$ cat src/rtl/tff_load_counter_pkg.sv
// rtl/tff_load_counter_pkg.sv - shared counter mode encodings and width default
package tff_load_counter_pkg;

  localparam int WIDTH_DEFAULT = 4;

  typedef enum logic [1:0] {
    MODE_HOLD = 2'b00,
    MODE_UP   = 2'b01,
    MODE_DOWN = 2'b10,
    MODE_LOAD = 2'b11
  } mode_e;

endpackage

$ cat src/rtl/tff_load_counter_if.sv
// rtl/tff_load_counter_if.sv - control and status bundle for the T-flop load counter
import tff_load_counter_pkg::*;

interface tff_load_counter_if #(
  parameter int WIDTH = WIDTH_DEFAULT
);
  logic [1:0]       mode;
  logic [WIDTH-1:0] d;
  logic [WIDTH-1:0] q;
  logic [WIDTH-1:0] qb;
  logic             tc;
  logic             wrap;

  modport master (output mode, output d, input q, input qb, input tc, input wrap);
  modport slave  (input mode, input d, output q, output qb, output tc, output wrap);
endinterface

$ cat src/rtl/tff_load_counter_cell.sv
// rtl/tff_load_counter_cell.sv - single-bit T flip-flop with synchronous active-low reset
module tff_cell (
  input  logic clk,
  input  logic rst,
  input  logic t,
  output logic q,
  output logic qb
);

  always_ff @(posedge clk) begin
    if (!rst) begin
      q <= 1'b0;
    end else if (t) begin
      q <= ~q;
    end
  end

  assign qb = ~q;

endmodule

$ cat src/rtl/tff_load_counter.sv
// rtl/tff_load_counter.sv - up/down/load counter whose state lives only in T flip-flops
import tff_load_counter_pkg::*;

module tff_load_counter #(
  parameter int WIDTH = WIDTH_DEFAULT
) (
  input logic               clk,
  input logic               rst,
  tff_load_counter_if.slave bus
);

  logic [WIDTH-1:0] q;
  logic [WIDTH-1:0] qb;
  logic [WIDTH-1:0] t;
  logic [WIDTH-1:0] up_chain;
  logic [WIDTH-1:0] down_chain;
  logic             tc;
  logic             wrap;
  mode_e            mode;

  assign mode = mode_e'(bus.mode);

  // Bit i toggles when every lower bit is at its terminal value for the direction.
  always_comb begin
    up_chain      = '0;
    down_chain    = '0;
    up_chain[0]   = 1'b1;
    down_chain[0] = 1'b1;
    for (int i = 1; i < WIDTH; i++) begin
      up_chain[i]   = up_chain[i-1] & q[i-1];
      down_chain[i] = down_chain[i-1] & ~q[i-1];
    end
  end

  // Load toggles exactly the bits that differ, so a load of the current value is a no-op.
  always_comb begin
    t = '0;
    case (mode)
      MODE_HOLD: t = '0;
      MODE_UP:   t = up_chain;
      MODE_DOWN: t = down_chain;
      MODE_LOAD: t = bus.d ^ q;
      default:   t = '0;
    endcase
  end

  assign tc = ((mode == MODE_UP) && (&q)) || ((mode == MODE_DOWN) && ~(|q));

  always_ff @(posedge clk) begin
    if (!rst) begin
      wrap <= 1'b0;
    end else begin
      wrap <= tc;
    end
  end

  for (genvar i = 0; i < WIDTH; i++) begin : g_cell
    tff_cell u_cell (
      .clk (clk),
      .rst (rst),
      .t   (t[i]),
      .q   (q[i]),
      .qb  (qb[i])
    );
  end

  assign bus.q    = q;
  assign bus.qb   = qb;
  assign bus.tc   = tc;
  assign bus.wrap = wrap;

endmodule

$ cat src/flat_wrapper.sv
// flat-port wrapper written by rule: the top's interface ports become plain ports
module tff_load_counter_flat 
#(
  parameter int WIDTH = WIDTH_DEFAULT
)
  (clk, rst, bus_mode, bus_d, bus_q, bus_qb, bus_tc, bus_wrap);
  tff_load_counter_if #(.WIDTH(WIDTH)) bus_i ();
  input logic clk;
  input logic rst;
  input wire logic [$bits(bus_i.mode)-1:0] bus_mode;
  input wire logic [$bits(bus_i.d)-1:0] bus_d;
  output wire logic [$bits(bus_i.q)-1:0] bus_q;
  output wire logic [$bits(bus_i.qb)-1:0] bus_qb;
  output wire logic [$bits(bus_i.tc)-1:0] bus_tc;
  output wire logic [$bits(bus_i.wrap)-1:0] bus_wrap;
  assign bus_i.mode = bus_mode;
  assign bus_i.d = bus_d;
  assign bus_q = bus_i.q;
  assign bus_qb = bus_i.qb;
  assign bus_tc = bus_i.tc;
  assign bus_wrap = bus_i.wrap;
  tff_load_counter #(.WIDTH(WIDTH)) u_core (.clk(clk), .rst(rst), .bus(bus_i));
endmodule
$ cat config.mk
export PLATFORM = sky130hd
export DESIGN_NAME = tff_load_counter_flat
export DESIGN_NICKNAME = d
export VERILOG_FILES = /design/src/rtl/tff_load_counter_pkg.sv /design/src/rtl/tff_load_counter_if.sv /design/src/rtl/tff_load_counter_cell.sv /design/src/rtl/tff_load_counter.sv /design/src/flat_wrapper.sv
export SDC_FILE = /design/constraint.sdc
export NUM_CORES = 1
export LEC_CHECK = 0
export ABC_AREA = 1
export BUFFER_PORTS_ARGS = -buffer_cell sky130_fd_sc_hd__buf_2
export CORE_AREA = 2 2 39 41
export DETAILED_ROUTE_END_ITERATION = 6
export DIE_AREA = 0 0 41 43
export SETUP_SLACK_MARGIN = 0.3
export SYNTH_ARGS = -nofsm -noshare
export SYNTH_HDL_FRONTEND = slang
export SYNTH_SLANG_ARGS = --single-unit
export TNS_END_PERCENT = 20
$ cat constraint.sdc
create_clock -name clk -period 1.9 [get_ports clk]
set_input_delay 0.285 -clock clk [delete_from_list [all_inputs] [get_ports clk]]
set_output_delay 0.285 -clock clk [all_outputs]
set_load 0.05 [all_outputs]
==> impl_results.html, run 1 <==
<table>
<tr><th>Metric</th><th>Value</th></tr>
<tr><th colspan="2">Outcome</th></tr>
<tr><td>Outcome</td><td>completed</td></tr>
<tr><th colspan="2">Detailed routing</th></tr>
<tr><td>Number of search-and-repair iterations in the first detailed-routing pass</td><td>2</td></tr>
<tr><td>Total wire length after detailed routing</td><td>843 um</td></tr>
<tr><td>Number of vias per cell after detailed routing</td><td>~4.5</td></tr>
<tr><td>Average wire per standard cell</td><td>8.968 um</td></tr>
<tr><td>DR iter-0 viols</td><td>1</td></tr>
<tr><td>Antenna viol nets, final</td><td>0</td></tr>
<tr><td>Total DRC errors in the routed layout</td><td>0</td></tr>
<tr><td>Routed vias</td><td>420</td></tr>
<tr><th colspan="2">Synth</th></tr>
<tr><td>Most frequent cell after synthesis</td><td>nand2_1</td></tr>
<tr><td>Leading cell types by total area after synthesis</td><td>dfxtp_1, buf_4, nand2_1, inv_1, nand3_1</td></tr>
<tr><td>Largest area contributor in the netlist</td><td>dfxtp_1</td></tr>
<tr><td>EDFF count, synth</td><td>0</td></tr>
<tr><td>Post-synthesis cell count</td><td>between 60 and 70</td></tr>
<tr><td>Total of flip-flops plus latches after synthesis</td><td>5</td></tr>
<tr><td>FFs w/ async S/R, synth</td><td>0</td></tr>
<tr><td>Syn nets</td><td>73</td></tr>
<tr><td>Synth Flop Type</td><td>dfxtp_1</td></tr>
<tr><td>Sequential element share of the synthesized area</td><td>0.2516</td></tr>
<tr><td>Post-Syn Area per Cell</td><td>6.121 um^2</td></tr>
<tr><td>Top cell types by occurrence after synthesis</td><td>nand2_1, buf_4, inv_1, dfxtp_1, nand3_1</td></tr>
<tr><td>Summed instance area of the synthesized netlist</td><td>397.9 um^2</td></tr>
<tr><td>Count of yosys warnings during synthesis</td><td>0</td></tr>
<tr><td>Proportion of netlist area held by the largest area contributor</td><td>0.2516</td></tr>
<tr><td>Netlist cell types</td><td>16</td></tr>
<tr><th colspan="2">Worst setup path</th></tr>
<tr><td>Category of cells accounting for the largest share of critical-path delay</td><td>simple AND/OR/NAND/NOR gates</td></tr>
<tr><td>Sum of buffers and inverters on the critical path</td><td>1</td></tr>
<tr><td>Slowest cell on the critical path</td><td>dfxtp_2</td></tr>
<tr><td>Cell-by-cell listing of the critical path</td><td>nor2_1 &gt; nand4_1 &gt; nand2_1 &gt; buf_4</td></tr>
<tr><td>Crit path arrival time</td><td>approximately 1.2 ns</td></tr>
<tr><td>Kind of end point of the critical path</td><td>output pin</td></tr>
<tr><td>CP required</td><td>around 1.6 ns</td></tr>
<tr><td>Worst Setup Start Kind</td><td>register</td></tr>
<tr><td>Largest stage delay, worst path</td><td>between 0.3 and 0.4 ns</td></tr>
<tr><td>Critical Path Fanout Max</td><td>8</td></tr>
<tr><td>Setup CP Type</td><td>reg2out</td></tr>
<tr><th colspan="2">Die</th></tr>
<tr><td>Core area</td><td>approximately 1400 um^2</td></tr>
<tr><td>Area enclosed by the die boundary</td><td>between 1500 and 2000 um^2</td></tr>
<tr><td>Effective utilization at floorplan</td><td>0.2875</td></tr>
<tr><td>Top-Level Pins</td><td>18</td></tr>
<tr><td>Die width</td><td>41 um</td></tr>
<tr><td>Floorplan die height</td><td>around 43 um</td></tr>
<tr><td>Row count</td><td>14</td></tr>
<tr><th colspan="2">Clock network</th></tr>
<tr><td>H-tree depth</td><td>1</td></tr>
<tr><td>Worst-path clk slew</td><td>~0.050 ns</td></tr>
<tr><td>Setup repair bufs after CTS</td><td>0</td></tr>
<tr><td>Total CTS buffers</td><td>3</td></tr>
<tr><td>PostCTS Resize Cnt</td><td>1</td></tr>
<tr><td>CTS sink cnt</td><td>5</td></tr>
<tr><td>Clock Path Buffers</td><td>2</td></tr>
<tr><td>Root buffer selected by CTS</td><td>clkbuf_4</td></tr>
<tr><td>Number of hold-repair buffers added at the cts stage</td><td>0</td></tr>
<tr><td>Clk_lat worst skew</td><td>0.24 ns</td></tr>
<tr><td>Clock tree from TritonCTS</td><td>built</td></tr>
<tr><th colspan="2">Placement</th></tr>
<tr><td>Weighted congestion at the end of routability-driven global placement</td><td>0.7957</td></tr>
<tr><td>Count of input and output buffers</td><td>17</td></tr>
<tr><td>Detailed placement HPWL</td><td>about 690 um</td></tr>
<tr><td>Inst Count DP</td><td>90</td></tr>
<tr><th colspan="2">Power</th></tr>
<tr><td>Leakage</td><td>between 0.2 and 0.3 nW</td></tr>
<tr><td>Power Density</td><td>roughly 870 nW/um^2</td></tr>
<tr><td>Maximum ir drop on the vdd rail</td><td>0.2627 mV</td></tr>
<tr><th colspan="2">GRT</th></tr>
<tr><td>Number of global-route vias before repair</td><td>~340</td></tr>
<tr><td>Maximum number of pins on one net before global-route repair</td><td>9</td></tr>
<tr><td>GRT Residual Overflow</td><td>0</td></tr>
<tr><td>Wire length of the first global-routing pass</td><td>1.345 mm</td></tr>
<tr><td>Total routing usage reported by global routing</td><td>0.1136</td></tr>
<tr><td>Initial antenna violation count</td><td>0</td></tr>
<tr><th colspan="2">Cells and area</th></tr>
<tr><td>Final std cells w/o fill</td><td>between 90 and 100</td></tr>
<tr><td>Number of diodes</td><td>0</td></tr>
<tr><td>Share of final-layout standard cells stronger than drive strength 1</td><td>0.3846</td></tr>
<tr><td>Synth-to-Final Area Change</td><td>19.18%</td></tr>
<tr><td>Post-layout nets</td><td>a little under 90</td></tr>
<tr><th colspan="2">STA</th></tr>
<tr><td>Final period utilization</td><td>0.7934</td></tr>
<tr><td>Worst Clk Skew</td><td>0.001195 ns</td></tr>
<tr><td>Maximum clock frequency</td><td>663.4 MHz</td></tr>
<tr><td>Final setup viols</td><td>0</td></tr>
<tr><td>Worst relative slew slack</td><td>0.8355</td></tr>
<tr><td>RSZ-0062 raised after global routing</td><td>no</td></tr>
<tr><td>Slew of the pin with the lowest slew margin</td><td>approximately 0.25 ns</td></tr>
<tr><td>Aggregate negative setup slack</td><td>0 ns</td></tr>
<tr><td>Number of max-slew violations in the final report</td><td>0</td></tr>
<tr><td>Min Tclk post-route</td><td>approximately 1.5 ns</td></tr>
<tr><td>Number of failing hold endpoints at the final stage</td><td>0</td></tr>
<tr><th colspan="2">Worst hold path</th></tr>
<tr><td>Class of the tightest hold or removal check</td><td>in2reg</td></tr>
<tr><th colspan="2">Run</th></tr>
<tr><td>Max_cap viols</td><td>0</td></tr>
</table>
-- report_power, final --
group          switching (mW)  internal (mW)  total [mW]
clock network          0.0473         0.0797       0.127
registers              0.0135          0.116       0.130
logic                   0.119         0.0394       0.158
-- state kept, by name (all words and copies together), names as in the netlist --
register	cells
u_core.g_cell.u_cell.q	4
u_core.bus.wrap	1
-- per-stage QoR --
step / instance area [um^2] / utilization / hold WS, ns / total power, mW / setup slack [ns]
final: 474.2 / 0.3427 / 0.3101 / 0.4149 / 0.3925
after global routing: 474.2 / 0.3427 / 0.3116 / 0.4383 / 0.3044
after CTS: 471.7 / 0.3409 / 0.3099 / 0.4201 / 0.3356
after detailed placement: 442.9 / 0.3201 / 0.5389 / 0.2892 / 0.5204
after global placement: 442.9 / 0.3201 / 0.5274 / 0.2883 / 0.5340
after floorplan: 397.9 / - / 0.3786 / 0.2754 / 0.5863
-- worst min-delay path: cells and delay by family --
family	cells	cell delay, ns
AND/OR/NAND/NOR	2	0.09
buffers and inverters	1	0.13
-- per-layer routing --
metal,global-route usage,vias to the layer above,share of wire
li1,-,225,-
met1,0.1452,180,0.46
met2,0.1563,11,0.45
met3,0.03141,4,0.058
met4,0.08000,0,0.027
met5,0,-,0
-- layout by cell type, fill, tap and decap left out, drive strengths merged --
cell,instances
a211oi,1
a21oi,3
buf,17
clkbuf,4
clkinv,1
dfxtp,5
inv,10
nand2,17
nand3,6
nand4,3
nor2,7
o21ai,4
-- worst paths after layout --
| path | start | slack (ns) | depth (start not counted) | end |
|---|---|---|---|---|
| worst min-delay path | rst | 0.31 | 3 | u_core.g_cell[2].u_cell.q |
| worst max register to register | u_core.g_cell[2].u_cell.q | 0.90 | 7 | u_core.g_cell[3].u_cell.q |
| worst min register to register | u_core.g_cell[2].u_cell.q | 0.54 | 2 | u_core.g_cell[2].u_cell.q |
| worst max-delay path | u_core.g_cell[0].u_cell.q | 0.39 | 4 | bus_tc |
-- layout make-up --
type / instances / area [um^2]
sequential: 5 / 102.6
timing repair buffer: 17 / 87.58
fill: 168 / 909.6
multi-input combinational: 41 / 196.4
inverter: 11 / 41.29
clock buffer: 4 / 26.28
tap: 16 / 20.02
-- logic make-up after synthesis --
family / Yosys count / share of synthesized area
compound gates: 8 / 0.1069
buf+inv: 19 / 0.2547
flops: 5 / 0.2516
simple gates: 33 / 0.3868
No activity file was read; power rests on OpenSTA's default activity.
==> run 2: changes to the inputs <==
--- a/config.mk
+++ b/config.mk
@@ -5,7 +5,7 @@
 export SDC_FILE = /design/constraint.sdc
 export NUM_CORES = 1
 export LEC_CHECK = 0
-export ABC_AREA = 1
+export ABC_AREA = 0
 export BUFFER_PORTS_ARGS = -buffer_cell sky130_fd_sc_hd__buf_2
 export CORE_AREA = 2 2 39 41
 export DETAILED_ROUTE_END_ITERATION = 6
==> constraint.sdc (replaced) <==
create_clock -name clk -period 1.4 [get_ports clk]
set_input_delay 0.21 -clock clk [delete_from_list [all_inputs] [get_ports clk]]
set_output_delay 0.21 -clock clk [all_outputs]
set_load 0.05 [all_outputs]
==> impl_results.html, run 2 <==
<table>
<tr><th>Metric</th><th>Value</th></tr>
<tr><th colspan="2">STA</th></tr>
<tr><td>Hold slack</td><td>0.2376 ns</td></tr>
<tr><td>Worst relative slew slack</td><td>0.7966</td></tr>
<tr><td>Number of max-slew violations in the final report</td><td>0</td></tr>
<tr><td>Final period utilization</td><td>1.336</td></tr>
<tr><td>RSZ-0062 raised after global routing</td><td>yes</td></tr>
<tr><td>Final setup viols</td><td>3</td></tr>
<tr><td>Worst Clk Skew</td><td>between 0.0004 and 0.0005 ns</td></tr>
<tr><td>Maximum clock frequency</td><td>534.6 MHz</td></tr>
<tr><td>Slew of the pin with the lowest slew margin</td><td>a little over 0.3 ns</td></tr>
<tr><td>Fin worst setup slack</td><td>-0.4707 ns</td></tr>
<tr><td>Min Tclk post-route</td><td>1.871 ns</td></tr>
<tr><td>Number of failing hold endpoints at the final stage</td><td>0</td></tr>
<tr><th colspan="2">Die</th></tr>
<tr><td>Floorplan die height</td><td>about 43 um</td></tr>
<tr><td>Core area</td><td>1384 um^2</td></tr>
<tr><td>Row count</td><td>14</td></tr>
<tr><td>Area enclosed by the die boundary</td><td>around 1800 um^2</td></tr>
<tr><td>Die width</td><td>41 um</td></tr>
<tr><td>Effective utilization at floorplan</td><td>0.3083</td></tr>
<tr><td>Top-Level Pins</td><td>18</td></tr>
<tr><th colspan="2">Worst setup path</th></tr>
<tr><td>Critical Path Source</td><td>u_core.g_cell[0].u_cell.q</td></tr>
<tr><td>Slowest cell on the critical path</td><td>or4_4</td></tr>
<tr><td>Worst R2R Start</td><td>u_core.g_cell[0].u_cell.q</td></tr>
<tr><td>Cell-by-cell listing of the critical path</td><td>or3b_4 &gt; or4_4 &gt; o31ai_4 &gt; buf_6</td></tr>
<tr><td>Crit path arrival time</td><td>between 1.5 and 2 ns</td></tr>
<tr><td>Crit. path cell count</td><td>4</td></tr>
<tr><td>Sum of buffers and inverters on the critical path</td><td>1</td></tr>
<tr><td>Worst setup path end</td><td>bus_tc</td></tr>
<tr><td>CP required</td><td>1.19 ns</td></tr>
<tr><td>Capturing point of the worst reg2reg path</td><td>u_core.g_cell[3].u_cell.q</td></tr>
<tr><td>Setup CP Type</td><td>reg2out</td></tr>
<tr><td>Worst Setup Start Kind</td><td>register</td></tr>
<tr><td>Critical Path Fanout Max</td><td>3</td></tr>
<tr><td>Register-to-Register Setup Slack</td><td>-0.04 ns</td></tr>
<tr><td>R2R cell count</td><td>4</td></tr>
<tr><td>Largest stage delay, worst path</td><td>roughly 0.44 ns</td></tr>
<tr><td>Kind of end point of the critical path</td><td>output pin</td></tr>
<tr><td>Category of cells accounting for the largest share of critical-path delay</td><td>simple AND/OR/NAND/NOR gates</td></tr>
<tr><th colspan="2">Clock network</th></tr>
<tr><td>Clock tree from TritonCTS</td><td>built</td></tr>
<tr><td>Root buffer selected by CTS</td><td>clkbuf_4</td></tr>
<tr><td>Clk_lat worst skew</td><td>0.24 ns</td></tr>
<tr><td>CTS sink cnt</td><td>5</td></tr>
<tr><td>Total CTS buffers</td><td>3</td></tr>
<tr><td>H-tree depth</td><td>1</td></tr>
<tr><td>Setup repair bufs after CTS</td><td>0</td></tr>
<tr><td>Clock Path Buffers</td><td>2</td></tr>
<tr><td>Number of hold-repair buffers added at the cts stage</td><td>0</td></tr>
<tr><td>Worst-path clk slew</td><td>approximately 0.040 ns</td></tr>
<tr><th colspan="2">Detailed routing</th></tr>
<tr><td>DR iter-0 viols</td><td>7</td></tr>
<tr><td>Total DRC errors in the routed layout</td><td>0</td></tr>
<tr><td>Routed vias</td><td>427</td></tr>
<tr><td>Number of vias per cell after detailed routing</td><td>4.852</td></tr>
<tr><td>Number of search-and-repair iterations in the first detailed-routing pass</td><td>4</td></tr>
<tr><td>Antenna viol nets, final</td><td>0</td></tr>
<tr><td>Total wire length after detailed routing</td><td>~1 mm</td></tr>
<tr><td>Average wire per standard cell</td><td>between 10 and 15 um</td></tr>
<tr><th colspan="2">Synth</th></tr>
<tr><td>FFs w/ async S/R, synth</td><td>0</td></tr>
<tr><td>Top cell types by occurrence after synthesis</td><td>buf_4, nand2_1, dfxtp_1, inv_1</td></tr>
<tr><td>Synth Flop Type</td><td>dfxtp_1</td></tr>
<tr><td>Summed instance area of the synthesized netlist</td><td>roughly 430 um^2</td></tr>
<tr><td>Proportion of netlist area held by the largest area contributor</td><td>0.2346</td></tr>
<tr><td>Largest area contributor in the netlist</td><td>dfxtp_1</td></tr>
<tr><td>EDFF count, synth</td><td>0</td></tr>
<tr><td>Total of flip-flops plus latches after synthesis</td><td>5</td></tr>
<tr><td>Leading cell types by total area after synthesis</td><td>dfxtp_1, buf_4, nand2_1, a21oi_1, o21ai_0</td></tr>
<tr><td>Post-Syn Area per Cell</td><td>between 7 and 8 um^2</td></tr>
<tr><td>Netlist cell types</td><td>29</td></tr>
<tr><td>Post-synthesis cell count</td><td>54</td></tr>
<tr><td>Sequential element share of the synthesized area</td><td>0.2346</td></tr>
<tr><td>Count of yosys warnings during synthesis</td><td>0</td></tr>
<tr><td>Most frequent cell after synthesis</td><td>buf_4</td></tr>
<tr><td>Syn nets</td><td>slightly above 60</td></tr>
<tr><th colspan="2">Cells and area</th></tr>
<tr><td>Sequential cell area in the final layout</td><td>between 100 and 150 um^2</td></tr>
<tr><td>Max reg flops</td><td>4</td></tr>
<tr><td>Share of final-layout standard cells stronger than drive strength 1</td><td>0.5833</td></tr>
<tr><td>Number of diodes</td><td>0</td></tr>
<tr><td>Most common cell after layout, fill and taps aside</td><td>buf_2</td></tr>
<tr><td>Regs by FF count</td><td>u_core.g_cell.u_cell.q x4, u_core.bus.wrap x1</td></tr>
<tr><td>Top reg by flops</td><td>u_core.g_cell.u_cell.q</td></tr>
<tr><td>Synth-to-Final Area Change</td><td>55.72%</td></tr>
<tr><td>Count of filler cells inserted in the layout</td><td>137</td></tr>
<tr><td>Commonest cells after routing, fill and taps aside</td><td>buf_2, buf_8, buf_4, nand2_1, buf_6</td></tr>
<tr><td>Post-layout nets</td><td>81</td></tr>
<tr><td>Multi-input gate area in the final layout</td><td>approximately 240 um^2</td></tr>
<tr><th colspan="2">GRT</th></tr>
<tr><td>Maximum number of pins on one net before global-route repair</td><td>11</td></tr>
<tr><td>GRT Residual Overflow</td><td>0</td></tr>
<tr><td>Wire length of the first global-routing pass</td><td>approximately 1.5 mm</td></tr>
<tr><td>Total routing usage reported by global routing</td><td>0.1284</td></tr>
<tr><td>Initial antenna violation count</td><td>0</td></tr>
<tr><td>Number of global-route vias before repair</td><td>381</td></tr>
<tr><th colspan="2">Worst hold path</th></tr>
<tr><td>Class of the tightest hold or removal check</td><td>in2reg</td></tr>
<tr><th colspan="2">Power</th></tr>
<tr><td>Leakage</td><td>between 0.2 and 0.3 nW</td></tr>
<tr><td>Maximum ir drop on the vdd rail</td><td>about 0.37 mV</td></tr>
<tr><td>Total power of the final layout</td><td>around 0.71 mW</td></tr>
<tr><td>Power Density</td><td>approximately 1100 nW/um^2</td></tr>
<tr><th colspan="2">Placement</th></tr>
<tr><td>Count of input and output buffers</td><td>17</td></tr>
<tr><td>Detailed placement HPWL</td><td>between 700 and 800 um</td></tr>
<tr><td>Weighted congestion at the end of routability-driven global placement</td><td>roughly 0.76</td></tr>
<tr><th colspan="2">Outcome</th></tr>
<tr><td>Violations in the final reports</td><td>negative setup slack</td></tr>
<tr><td>Outcome</td><td>complete, but fails checks</td></tr>
<tr><th colspan="2">Run</th></tr>
<tr><td>Max_cap viols</td><td>0</td></tr>
</table>
-- run 2: cell types whose count changed after synthesis, sizes merged, moves of 3 or more --
cell	change
inv	-6
nand2	-11
nor2	-6
nand4	-3
nand3	-4
buf	+3
-- run 2: layout make-up --
type	count	share of cell area
inverters	4	0.03766
flip-flops and latches	5	0.1563
clock buffers	4	0.03955
well taps	16	0.03013
repair buffers	26	0.3710
multi-input cells	33	0.3653
-- run 2: through the flow --
stage / area, um^2 / worst slack (ns) / std cells / setup TNS, ns / util
finish: 664.4 / -0.4707 / 88 / -0.5382 / 0.4801
global route: 664.4 / -0.5207 / 88 / -0.7124 / 0.4801
CTS: 583.1 / -0.4840 / 88 / -0.5541 / 0.4213
detailed placement: 520.5 / -0.3068 / 84 / -0.3416 / 0.3761
global placement: 520.5 / -0.2868 / 84 / -0.3003 / 0.3761
floorplan: 435.4 / -0.2664 / 54 / -0.5306 / -
-- run 2: cell families (layout without fill, tap and decap cells) --
logic type / Yosys count / in the layout / synth area share
xor+xnor: 1 / 1 / 0.02053
buf+inv: 16 / 34 / 0.2404
simple gates: 16 / 16 / 0.2170
compound gates: 15 / 15 / 0.2639
mux: 1 / 1 / 0.02346
flops: 5 / 5 / 0.2346
-- run 2: worst min path at each step --
stage,from,to,depth (start not counted)
finish,rst,u_core.g_cell[1].u_cell.q,2
global route,rst,u_core.g_cell[1].u_cell.q,2
CTS,rst,u_core.g_cell[1].u_cell.q,2
detailed placement,rst,u_core.g_cell[1].u_cell.q,2
global placement,rst,u_core.g_cell[1].u_cell.q,2
floorplan,rst,u_core.bus.wrap,1
-- run 2: worst register-to-register path: stages (launching register included) --
cell	delay [ns]
dfxtp_2	0.31
or3b_4	0.40
o32ai_1	0.30
o21ai_0	0.15
and3_1	0.17
-- run 2: repair_timing --
item,4_1_cts,5_1_grt
gates resized for setup,15,31
pin swaps,0,3
endpoints found under the setup margin,13,13
-- run 2: report_power, final --
part           switching [mW]  leakage [nW]  internal [mW]
clock network          0.0620        0.0150          0.108
registers              0.0102        0.0422          0.159
logic                   0.207         0.238          0.162
-- run 2: routing by layer --
layer,up-vias,GRT usage,wire length [um]
met1,191,0.1410,433
met5,-,0,0
met4,0,0.06000,0
li1,221,-,-
met2,15,0.2063,523
met3,0,0.04712,52
